## config.mk

```make
export PLATFORM = sky130hd
export DESIGN_NAME = instruction_fetch
export DESIGN_NICKNAME = d
export VERILOG_FILES = /design/src/rtl/instruction_fetch.sv
export SDC_FILE = /design/constraint.sdc
export NUM_CORES = 1
export LEC_CHECK = 0
export ABC_AREA = 0
export BUFFER_PORTS_ARGS = -buffer_cell sky130_fd_sc_hd__buf_4
export CORE_AREA = 2 2 92 139
export DETAILED_ROUTE_END_ITERATION = 7
export DIE_AREA = 0 0 94 141
export GPL_ROUTABILITY_DRIVEN = 0
export PLACE_DENSITY = 0.78
export SLEW_MARGIN = 20
export SYNTH_ARGS = -nofsm -noshare
export SYNTH_HDL_FRONTEND = slang
export SYNTH_SLANG_ARGS = --single-unit
```

## constraint.sdc

```tcl
create_clock -name clk -period 3.4 [get_ports clk]
set_input_delay 0.34 -clock clk [delete_from_list [all_inputs] [get_ports clk]]
set_output_delay 0.34 -clock clk [all_outputs]
set_load 0.05 [all_outputs]
```

## src/rtl/instruction_fetch.sv

```systemverilog
// instruction_fetch
//   Holds the program counter and fetches 32-bit RISC-V instruction words
//   from instruction memory using a valid/ready handshake. The fetched word
//   is held and split into the fields the control unit decodes. The next PC
//   is PC+4 or a branch/jump target, chosen when the instruction is accepted.
//
//   Optional feature macro: IFETCH_MISALIGN_CHECK_EN
//     defined   : a redirect to a target that is not word-aligned sets a sticky
//                 MisalignErr, keeps the old PC and halts fetching until rst.
//     undefined : target bits [1:0] are cleared, MisalignErr is tied 0.
//
// Ports
//   clk, rst                 clock, asynchronous active-high reset
//   imem_req/imem_addr       fetch request and address (= PC), combinational
//   imem_valid/imem_rdata    memory response, sampled only while imem_req=1
//   inst_valid/inst_ready    downstream handshake for the held instruction
//   Inst, OpCode, Funct3, Funct7, Rd, Rs1, Rs2   held word and its slices
//   PC, PCPlus4              address of the held instruction and PC+4
//   NextPCSrc, BranchTarget  redirect select and target, used at handshake
//   RetiredCount             accepted-instruction counter (wraps)
//   MisalignErr              sticky misaligned-target flag
module instruction_fetch #(
  parameter logic [31:0] RESET_PC = 32'h0000_0000
) (
  input  logic        clk,
  input  logic        rst,
  output logic        imem_req,
  output logic [31:0] imem_addr,
  input  logic        imem_valid,
  input  logic [31:0] imem_rdata,
  output logic        inst_valid,
  input  logic        inst_ready,
  output logic [31:0] Inst,
  output logic [6:0]  OpCode,
  output logic [2:0]  Funct3,
  output logic [6:0]  Funct7,
  output logic [4:0]  Rd,
  output logic [4:0]  Rs1,
  output logic [4:0]  Rs2,
  output logic [31:0] PC,
  output logic [31:0] PCPlus4,
  input  logic        NextPCSrc,
  input  logic [31:0] BranchTarget,
  output logic [31:0] RetiredCount,
  output logic        MisalignErr
);

  typedef enum logic {FETCH = 1'b0, ISSUE = 1'b1} state_t;

  localparam logic [31:0] NOP = 32'h0000_0013;

  state_t      state, state_next;
  logic [31:0] pc, inst, retired, target;
  logic        halt, bad_target, hs, load;

`ifdef IFETCH_MISALIGN_CHECK_EN
  logic misalign;
  assign bad_target  = NextPCSrc && (BranchTarget[1:0] != 2'b00);
  assign target      = BranchTarget;
  assign halt        = misalign;
  assign MisalignErr = misalign;

  always_ff @(posedge clk or posedge rst) begin
    if (rst)                   misalign <= 1'b0;
    else if (hs && bad_target) misalign <= 1'b1;
  end
`else
  logic unused_target_lsb;
  assign unused_target_lsb = ^BranchTarget[1:0];
  assign bad_target  = 1'b0;
  assign target      = {BranchTarget[31:2], 2'b00};
  assign halt        = 1'b0;
  assign MisalignErr = 1'b0;
`endif

  // FSM: FETCH waits for memory, ISSUE holds the word until accepted.
  always_ff @(posedge clk or posedge rst) begin
    if (rst) state <= FETCH;
    else     state <= state_next;
  end

  always_comb begin
    state_next = state;
    imem_req   = 1'b0;
    inst_valid = 1'b0;
    load       = 1'b0;
    hs         = 1'b0;
    case (state)
      FETCH: begin
        imem_req = !halt;
        if (!halt && imem_valid) begin
          load       = 1'b1;
          state_next = ISSUE;
        end
      end
      ISSUE: begin
        inst_valid = 1'b1;
        if (inst_ready) begin
          hs         = 1'b1;
          state_next = FETCH;
        end
      end
      default: state_next = FETCH;
    endcase
  end

  // A misaligned redirect still retires the instruction but keeps the old PC.
  always_ff @(posedge clk or posedge rst) begin
    if (rst) begin
      pc      <= RESET_PC;
      inst    <= NOP;
      retired <= 32'd0;
    end else begin
      if (load) inst <= imem_rdata;
      if (hs) begin
        retired <= retired + 32'd1;
        if (!bad_target) pc <= NextPCSrc ? target : pc + 32'd4;
      end
    end
  end

  assign imem_addr    = pc;
  assign PC           = pc;
  assign PCPlus4      = pc + 32'd4;
  assign Inst         = inst;
  assign OpCode       = inst[6:0];
  assign Rd           = inst[11:7];
  assign Funct3       = inst[14:12];
  assign Rs1          = inst[19:15];
  assign Rs2          = inst[24:20];
  assign Funct7       = inst[31:25];
  assign RetiredCount = retired;

endmodule

```

# After elaboration in Yosys (flattened, before gate mapping)
# Cells that the tools add are included.
[totals]
register_bits = 97
in_bits = 69
output_inout_bits = 195
elab_cells = 16
[op_classes]
addsub = 2
n_mux = 9
bitwise = 1
[op_table]
columns = ["cell", "count"]
rows = [
  ["$add 32x1->32 const B", 1],
  ["$add 32x3->32 const B", 1],
  ["$mux 32", 1],
  ["$mux 1", 7],
  ["$pmux 1 s2", 1],
  ["$not 1->1", 1],
]

# Depth between registers and ports, before layout
# Gate-level depths: netlist (run 1).
[logic_depth]
depth_word = 2
mapped_depth = 7
ltp_nobuf = 5

# Worst setup path after synthesis (run 1)
# No wires, ideal clock.
[synth_timing]
kind = "reg2out"
start = "register pc[12], in the netlist PC[12]"
end = "output port PCPlus4[21]"
arrival_ps = 2868
slack_ps = 192
stages_incl_launch_ff = 7
n_path_buf = 2
path_cell_list = "dfrtp_1 > buf_2 > nand3_4 > or4_4 > buf_6 > or3_4 > xnor2_1"
[synth_via]
elab_chain_len = 1
[synth_rtl]
columns = ["item", "line_no", "text"]
rows = [
  ["start: declaration", "53", "logic [31:0] pc, inst, retired, target;"],
  ["start signal: assignment", "117", "if (!bad_target) pc <= NextPCSrc ? target : pc + 32'd4;"],
  ["$add 32x3->32", "124", "assign PCPlus4 = pc + 32'd4;"],
  ["end: declaration", "41", "output logic [31:0] PCPlus4,"],
]
# No other way between the ends.

# Worst setup path after layout (run 1)
[layout_timing]
start = "register pc[10], in the netlist PC[10]"
end = "output port PCPlus4[21]"
# Same word-level chain as after synthesis.

==> run metrics, run 1 <==
status=finished clean; CTS Root Cell=clkbuf_16; WP data arrival=roughly 2500 ps; Reg-to-Reg Start=RetiredCount[0]$_DFFE_PP0P_; H-Tree Depth=3; post-DP HPWL=~12000 um; CTS sink cnt=95; Least-Margin Pin Slew=roughly 950 ps; Ports=around 260; largest net degree at the start of global routing=68; Netlist cell types=~50; gr usage total=0.2285; Hold Vio Cnt, Final=0; post-CTS resize count=0; required time of the critical path=about 3100 ps; placed cells=906; Yosys reg bits=between 90 and 100; cell taking the most area after synthesis=dfrtp_1; Max VDD drop=0.4079 mV; Clock Pin Slew Worst Setup and Hold Paths=about 80 ps; post-layout util=0.6164; IO Port Bufs=roughly 250; Reg area=around 2400 um2; most numerous cell in the Yosys netlist=dfrtp_1; synthesis warning total=0; Fmax=around 360 MHz; multi-input gate area in the final layout=~2600 um2; crit path from=PC[10]$_DFFE_PP0P_; power density cells=779.6 nW/um2; # fillers=between 1000 and 1500; Cell Rows=50; Routed WL per cell=between 15 and 20 um; max_slew headroom=0.3581; Post-synth ARST share=1.000; Syn Area/Cell=roughly 9.7 um2; CTS buffer count=9; routed via count=5020; Layout Cells excl Fill=between 900 and 1000; total gr overflow=0; clock buffer depth=2; CTS tree=done; first-pass GRT wire length=roughly 24000 um; die area=between 10000 and 15000 um2; worst hold start=inst_ready; mapped cell area=roughly 5700 um2; Min-Delay Path Class=input port to flop; DRC Markers=0; Vias/cell=~5.4; post-synthesis sequential area ratio=0.4196; Pwr Total=slightly below 6 mW; Worst Path Max Fanout=10; setup bufs post-CTS=0; core box area=~12000 um2; Synth area leaders=dfrtp_1, buf_4, xnor2_1, mux2_2, nand4_1; Routed WL=15850 um; layout cells sized above 1=0.4250; diode count=0; count of final max-slew check failures=0; top cells by count, synth=dfrtp_1, buf_4, xnor2_1; fin crit period=approximately 2800 ps; critical path class=flop to output pin; Final ANT Viol Nets=0; Nets=approximately 830; Post-synth EDFFs=0; Final setup viols=0; Post-Synthesis Cells=586; unrepaired setup endpoints after global routing=false; part of the cycle the worst path needs=0.8260; Clock Latency Late Sink=approximately 340 ps; Die H=between 100 and 150 um; Starting Density=0.4651; initial drt markers=~240; Area growth, synth to finish=32.52%; vias in the first global route=around 4700; number of max-cap violations=0; hold buffer count at cts=1; Synth Flop Type=dfrtp_1; Worst Setup Start Kind=flop; DR pass1 iterations=5; Die Width=around 94 um; Final TNS setup=0 ps; Leak=around 3.6 nW; Final Skew=14.62 ps; initial antenna violation count=0; Yosys top cell area share=0.4057; Setup crit end kind=output pin
-- stage by stage --
stage	setup slack, ps	hold WS [ps]	area (um2)
floorplan	191.5	425.4	5697
global placement	939.6	344.6	7211
detailed placement	929.7	347.0	7211
CTS	567.6	192.3	7520
global route	397.6	214.6	7520
finish	591.5	208.9	7520
-- layout by cell type, fill, tap and decap left out, types with 11 or more instances in the layout --
cell type,netlist,final
buf_4,70,264
dfrtp_1,92,92
xnor2_1,44,44
nand3_1,34,34
mux2_2,32,32
nand2_1,30,29
nand4_1,29,29
and3_1,27,27
a21oi_1,21,21
nor3_1,20,20
nor2_1,17,17
xor2_1,15,15
inv_1,16,15
o21ai_0,15,15
and4_1,11,11
-- power breakdown --
| group | total, mW | switching, mW | internal (mW) |
|---|---|---|---|
| clock network | 1.00 | 0.468 | 0.535 |
| logic | 3.17 | 2.25 | 0.924 |
| registers | 1.69 | 0.353 | 1.34 |
| total | 5.86 | 3.07 | 2.80 |
-- layer usage --
| layer | GRT usage | wire, um | vias to the layer above |
|---|---|---|---|
| met5 | 0 | 0 | - |
| met4 | 0.07399 | 240 | 0 |
| met3 | 0.04383 | 999 | 17 |
| met2 | 0.3985 | 8444 | 183 |
| met1 | 0.2817 | 6169 | 2447 |
| li1 | - | - | 2373 |
-- area by class of cell --
type	count	share of cell area
sequential	95	0.3166
clock buffer	10	0.03178
inverter	17	0.008819
multi-input combinational	374	0.3439
clock inverter	6	0.007987
timing repair buffer	265	0.2649
tap	156	0.02596
-- worst paths after layout --
check	endpoint	slack, ps	cells past startpoint
max	PCPlus4[21]	590	5
min	state$_DFF_PP0_	210	2
max reg2reg	RetiredCount[30]$_DFFE_PP0P_	1160	6
min reg2reg	RetiredCount[31]$_DFFE_PP0P_	500	1
max in group asynchronous	Inst[4]$_DFFE_PP1P_	2020	4
min in group asynchronous	Inst[18]$_DFFE_PP0P_	540	3
-- flip-flops by register name, indices dropped and copies added, names as in the netlist --
name / flops
RetiredCount: 32
state: 1
Inst: 32
PC: 30
-- critical path, stage by stage (launching register included) --
cell and delay (ps):
dfrtp_1 570, nand3_4 180, or4_4 640, or3_4 360
xnor2_1 150, buf_4 220
-- kinds of logic (layout without fill, tap and decap cells) --
group | after synthesis | after routing | share of synthesized area
muxes | 35 | 35 | 0.06880
and+or+nand+nor | 193 | 193 | 0.1907
AOI/OAI and AO/OA | 78 | 78 | 0.09416
xor gates and xnor gates | 59 | 59 | 0.09107
adders and majority gates | 2 | 2 | 0.004409
DFF | 95 | 95 | 0.4196
buffers and inverters | 123 | 298 | 0.1305
other | 1 | 7 | 0.0006609
Note: power is estimated with default switching activity, not from simulation.
==> run 2, diff against run 1 <==
ABC_AREA = 1   (was 0)
CORE_AREA = 2 2 93 140   (was 2 2 92 139)
DIE_AREA = 0 0 95 142   (was 0 0 94 141)
PLACE_DENSITY = 0.77   (was 0.78)
clock period = 2.7 ns   (was 3.4 ns; I/O delays follow)
==> run metrics, run 2 <==
status=finished clean; Syn Area/Cell=7.915 um2 (-18%); Clock Pin Slew Worst Setup and Hold Paths=80 ps (about the same); Reg-to-Reg Start=PC[3]$_DFFE_PP0P_; initial drt markers=184 (-24%); Post-Synthesis Cells=734 (+25%); number of max-cap violations=0 (unchanged); Synth Area in Adders=0.004308 (-0.0001026); required time of the critical path=2430 ps (-630 ps); post-CTS resize count=0 (unchanged); Nets=997 (+20%); DR pass1 iterations=5 (unchanged); routed via count=5403 (+7.6%); Routed WL per cell=14.81 um (-14%); Final ANT Viol Nets=0 (unchanged); crit path from=PC[3]$_DFFE_PP0P_; Pwr Total=8.112 mW (+38%); cell at the slowest stage of the critical path=dfrtp_1; Post-synth ARST share=1.000 (unchanged); power density cells=1053 nW/um2 (+35%); cell taking the most area after synthesis=dfrtp_1; Synth area leaders=dfrtp_1, nand2_1, buf_4, mux2_2, nor2_1; vias in the first global route=5140 (+8.8%); # fillers=1131 (+12%); Post-synth EDFFs=0 (unchanged); WP buf/inv=1 (unchanged); Crit path depth=8 (+3); crit-path leading delay family=simple AND/OR/NAND/NOR gates; Final Cell Area=7705 um2 (+2.5%); Simple-Gate Fraction of Synth Area=0.2983 (+0.1076); WP data arrival=1980 ps (-490 ps); core box area=12320 um2 (+1.0%); initial antenna violation count=0 (unchanged); Worst Path Max Fanout=5 (-5); layout cells sized above 1=0.3716 (-0.05339); worst setup path end=PCPlus4[16]; clock buffer depth=2 (unchanged); max_slew headroom=0.5438 (+0.1856); Routed WL=16090 um (+1.5%); setup bufs post-CTS=0 (unchanged); Netlist cell types=37 (-27%); gr usage total=0.2380 (+0.009575); diode count=0 (unchanged); Clock Latency Late Sink=340 ps (about the same); fin crit period=around 2300 ps; H-Tree Depth=3 (unchanged); Starting Density=0.4714 (+0.006242); die area=13490 um2 (+1.8%); total gr overflow=0 (unchanged); Die H=142 um (+0.71%); count of final max-slew check failures=0 (unchanged); largest net degree at the start of global routing=54 (-21%); part of the cycle the worst path needs=0.8343; crit-path cells=ha_1, nand2_1, nor2_2, nand2_1, nor2_1, nand2_1, and2_1, buf_4; IO Port Bufs=254 (unchanged); post-DP HPWL=12520 um (+6.8%); first-pass GRT wire length=25210 um (+4.0%); unrepaired setup endpoints after global routing=false; Min-Delay Path Class=input port to async pin; CP most frequent cell=nand2_1; Final setup viols=0 (unchanged); Synth Area in Compound Gates=0.04092 (-0.05323); Final TNS setup=0 ps (unchanged); synthesis warning total=0 (unchanged); mapped cell area=5809 um2 (+2.4%); post-synthesis sequential area ratio=0.4099 (-0.009761); Area after DPL=7403 um2 (+2.7%); xor and xnor area share after synthesis=0.04652 (-0.04455); largest family of logic cells by synthesized area=simple AND/OR/NAND/NOR gates; critical path class=flop to output pin; Final Skew=9.883 ps (-4.740 ps); Yosys top cell area share=0.3963 (-0.009438); most numerous cell in the Yosys netlist=nand2_1; CTS Root Cell=clkbuf_16; top cells by count, synth=nand2_1, dfrtp_1, nor2_1; post-synthesis mux area share=0.06203 (-0.006769); WHS=28.80 ps (-180.1 ps); commonest non-fill, non-tap cells in the layout=buf_4, nand2_1, dfrtp_1, nor2_1, inv_1; Synth Flop Type=dfrtp_1; Area growth, synth to finish=32.63% (about the same); CTS tree=done; CTS buffer count=9 (unchanged); Setup crit end kind=output pin; Die Width=95 um (+1.1%); CTS sink cnt=95 (unchanged); Fmax=443.9 MHz; reg2reg end=PC[28]$_DFFE_PP0P_; Vias/cell=4.971 (-8.6%); crit-path max cell delay=440 ps (-200 ps); Max VDD drop=0.6504 mV (+59%); Least-Margin Pin Slew=682.9 ps (-271.1 ps); Cell Rows=50 (unchanged); Worst Setup Start Kind=flop; Yosys reg bits=95 (unchanged); DRC Markers=0 (unchanged); commonest non-fill, non-tap cell in the layout=buf_4; Reg2Reg Depth=10 (+4); Ports=264 (unchanged); Leak=3.955 nW (+11%); Hold Vio Cnt, Final=0 (unchanged); flop-to-flop setup slack=1040 ps (-120 ps); hold buffer count at cts=0 (-1)
run 2: cell count changes after synthesis, sizes merged, moves of 10 or more:
cell and change:
and3 -27, nand4 -23, clkbuf -21, nor3 -14
nor2 +92, xnor2 -30, and4 -11, nand3 +13
o211ai -10, inv +37, nand2 +180
run 2: worst reg2reg max path, delay by kind of cell, from the launching register on:
family	cells	cell delay [ps]
simple gates	8	790
fa+ha+maj	1	240
buf+inv	1	100
flops	1	440
run 2: per-stage QoR:
step / utilization / worst slack, ps / std cells
2_1_floorplan: - / 101.8 / 740
3_3_place_gp: 0.6007 / 860.1 / 1071
3_5_place_dp: 0.6007 / 822.3 / 1071
4_1_cts: 0.6252 / 429.6 / 1087
5_1_grt: 0.6252 / 269.1 / 1087
6_report: 0.6252 / 447.4 / 1087
run 2: layout make-up:
| cell class | count | area [um2] | area share |
|---|---|---|---|
| Sequential cell | 95 | 2381 | 0.3090 |
| Clock inverter | 6 | 62.56 | 0.008120 |
| Clock buffer | 10 | 239.0 | 0.03102 |
| Tap cell | 156 | 195.2 | 0.02533 |
| Multi-Input combinational cell | 505 | 2653 | 0.3443 |
| Timing Repair Buffer | 260 | 1964 | 0.2550 |
| Inverter | 55 | 210.2 | 0.02728 |
run 2: cell families (layout without fill, tap and decap cells):
kind of cell,Yosys count,in the layout
AO/OA/AOI/OAI,44,44
XOR/XNOR,30,30
adder cells (fa/ha/maj),2,2
buffers and inverters,140,331
flip-flops,95,95
multiplexers,32,32
other,1,7
AND/OR/NAND/NOR,390,390
run 2: power breakdown:
| group | leakage [nW] | switching, mW | total, mW | internal (mW) |
|---|---|---|---|---|
| combinational | 2.63 | 3.37 | 4.68 | 1.30 |
| sequential | 1.17 | 0.432 | 2.15 | 1.71 |
| clock | 0.148 | 0.614 | 1.29 | 0.676 |
run 2: worst min path at each step:
stage / cells past startpoint / to / slack, ps / start
floorplan: 1 / state$_DFF_PP0_ / 380 / inst_ready
global placement: 2 / Inst[29]$_DFFE_PP0P_ / 400 / rst
detailed placement: 2 / Inst[29]$_DFFE_PP0P_ / 410 / rst
CTS: 2 / PC[6]$_DFFE_PP0P_ / 40 / rst
global route: 2 / PC[8]$_DFFE_PP0P_ / 70 / rst
finish: 2 / PC[6]$_DFFE_PP0P_ / 30 / rst
run 2: per-layer routing:
metal / global-route usage / wire (um) / vias to the layer above / part of all wire
met4: 0.09535 / 399 / 0 / 0.025
met2: 0.4222 / 8803 / 198 / 0.55
met5: 0 / 0 / - / 0
li1: - / - / 2626 / -
met3: 0.03549 / 952 / 28 / 0.059
met1: 0.2849 / 5938 / 2551 / 0.37
==> run 3, diff against run 2 <==
CORE_AREA = 2 2 98 148   (was 2 2 93 140)
DIE_AREA = 0 0 100 150   (was 0 0 95 142)
PLACE_DENSITY = 0.73   (was 0.77)
clock period = 1.8 ns   (was 2.7 ns; I/O delays follow)
==> run metrics, run 3 (synthesis results as in run 2) <==
status=finished with violations; failing checks=setup timing; Internal=6.486 mW (+76%); Routed WL=17680 um (+9.9%); critical path class=flop to output pin; Worst Path Max Fanout=5 (unchanged); Ports=264 (unchanged); initial drt markers=186 (+1.1%); combinational power share=0.623 (+0.047); unrepaired setup endpoints after global routing=true; Switching Share=0.5223 (-0.02262); vias in the first global route=5462 (+6.3%); Setup crit end kind=output pin; count of final max-slew check failures=0 (unchanged); Final Skew=9.004 ps (-0.8791 ps); Clock Latency Late Sink=340 ps (about the same); power density cells=1514 nW/um2 (+44%); hold path depth=2; CTS sink cnt=95 (unchanged); core box area=13790 um2 (+12%); total gr overflow=0 (unchanged); max_slew headroom=0.6351 (+0.09135); gr usage total=0.2272 (-0.01086); CTS tree=done; part of the cycle the worst path needs=1.098; Hold Vio Cnt, Final=0 (unchanged); largest net degree at the start of global routing=43 (-20%); Die H=150 um (+5.6%); CTS buffer count=9 (unchanged); Die Width=100 um (+5.3%); routed via count=5612 (+3.9%); required time of the critical path=1620 ps (-810 ps); Final ANT Viol Nets=0 (unchanged); commonest non-fill, non-tap cell in the layout=buf_4; H-Tree Depth=3 (unchanged); worst setup margin=-176.1 ps (-623.5 ps); Pwr Total=13.58 mW (+67%); Vias/cell=4.872 (-2.0%); clock power share=0.147 (-0.012); flop-to-flop setup slack=50 ps (-990 ps); commonest non-fill, non-tap cells in the layout=buf_4, nand2_1, dfrtp_1, nor2_1, inv_1; diode count=0 (unchanged); layout cells sized above 1=0.5228 (+0.1512); CTS Root Cell=clkbuf_16; worst hold start=inst_ready; initial antenna violation count=0 (unchanged); Reg2Reg Depth=12 (+2); Area growth, synth to finish=54.43%; Reg power frac=0.230 (-0.035); WP data arrival=1800 ps (-180 ps); Nets=1053 (+5.6%); Min-Delay Path Class=input port to flop; end of the worst hold path=state$_DFF_PP0_; pre-CTS WS=53.43 ps (-768.9 ps); Cell Rows=53 (+6.0%); Worst Setup Start Kind=flop; DR pass1 iterations=4 (-1); Final setup viols=25 (+25); IO Port Bufs=254 (unchanged); Fmax=roughly 500 MHz; first-pass GRT wire length=26850 um (+6.5%); post-DP HPWL=13160 um (+5.2%); Least-Margin Pin Slew=546.2 ps (-136.7 ps); Clock Pin Slew Worst Setup and Hold Paths=70 ps (about the same); Routed WL per cell=15.35 um (+3.7%); fin crit period=1976 ps; total net switching power=7.093 mW (+60%); Reg-to-Reg Start=PC[2]$_DFFE_PP0P_; Leak=4.354 nW (+10%); die area=15000 um2 (+11%); Max VDD drop=0.8882 mV (+37%); Starting Density=0.4212 (-0.05020); DRC Markers=0 (unchanged); clock buffer depth=2 (unchanged); number of max-cap violations=0 (unchanged); reg2reg end=PC[20]$_DFFE_PP0P_
==> run 3: changes by cell type in the layout (fill, tap and decap cells not counted), moves of 14 or more <==
cell | previous run | this run
nand2_1 | 201 | 158
buf_4 | 259 | 275
nor2_1 | 89 | 70
dfrtp_1 | 92 | 76
buf_6 | 0 | 23
dfrtp_2 | 0 | 16
nand3_1 | 47 | 33
nand2_2 | 5 | 37
==> run 3: repair_timing <==
action,4_1_cts,5_1_grt
gates resized for setup,74,52
setup endpoints to repair,25,31
endpoints found under the hold margin,20,0
hold buffers,1,0
buffers inserted,22,14
pin swaps,25,23
==> run 3: area by class of cell <==
class	instances	area (um2)
Fill cell	1187	4822
Timing Repair Buffer	316	2614
Clock buffer	9	225.2
Inverter	55	222.7
Tap cell	165	206.4
Sequential cell	95	2401
Clock inverter	7	83.83
Multi-Input combinational cell	505	3218
==> run 3: worst max path at each step <==
stage	startpoint	to	cells after the start	slack (ps)
floorplan	PC[2]$_DFFE_PP0P_	PC[9]$_DFFE_PP0P_	6	-230
global placement	PC[2]$_DFFE_PP0P_	PCPlus4[16]	8	90
detailed placement	PC[2]$_DFFE_PP0P_	PCPlus4[16]	8	50
CTS	PC[2]$_DFFE_PP0P_	PCPlus4[23]	8	-240
global route	PC[16]$_DFFE_PP0P_	PCPlus4[31]	7	-260
finish	PC[16]$_DFFE_PP0P_	PCPlus4[25]	8	-180
==> run 3: power groups by stage <==
stage / Combinational [mW] / Sequential, mW / Clock, mW
final: 8.46 / 3.13 / 1.99
after global routing: 8.82 / 3.19 / 2.13
after CTS: 8.20 / 3.13 / 2.04
after detailed placement: 7.74 / 3.17 / 0
after global placement: 7.68 / 3.16 / 0
after floorplan: 4.30 / 4.67 / 0
==> run 3: critical path: stages (launching register included) <==
cell and delay (ps):
dfrtp_1 430, nand2_1 140, nor2_2 200, nand2_2 100, nor2_4 210, nand2_1 90, nand2_2 90, nand2_4 50
buf_8 140
==> run 3: metrics by stage <==
step | instances | setup TNS, ps | hold WS [ps] | instance area, um2 | utilization
3_5_place_dp | 1106 | 0 | 261.5 | 7975 | 0.5782
5_1_grt | 1152 | -5014 | 51.54 | 8971 | 0.6504
4_1_cts | 1145 | -3814 | 19.68 | 8727 | 0.6327
2_1_floorplan | 740 | -3793 | 288.2 | 6163 | -
3_3_place_gp | 1106 | 0 | 264.4 | 7975 | 0.5782
6_report | 1152 | -2864 | 32.41 | 8971 | 0.6504
==> run 3: per-layer routing <==
metal | global-route usage | routed length [um] | vias up
li1 | - | - | 2727
met1 | 0.2575 | 6429 | 2675
met2 | 0.4236 | 9868 | 175
met3 | 0.03316 | 838 | 35
met4 | 0.08836 | 548 | 0
met5 | 0 | 0 | -
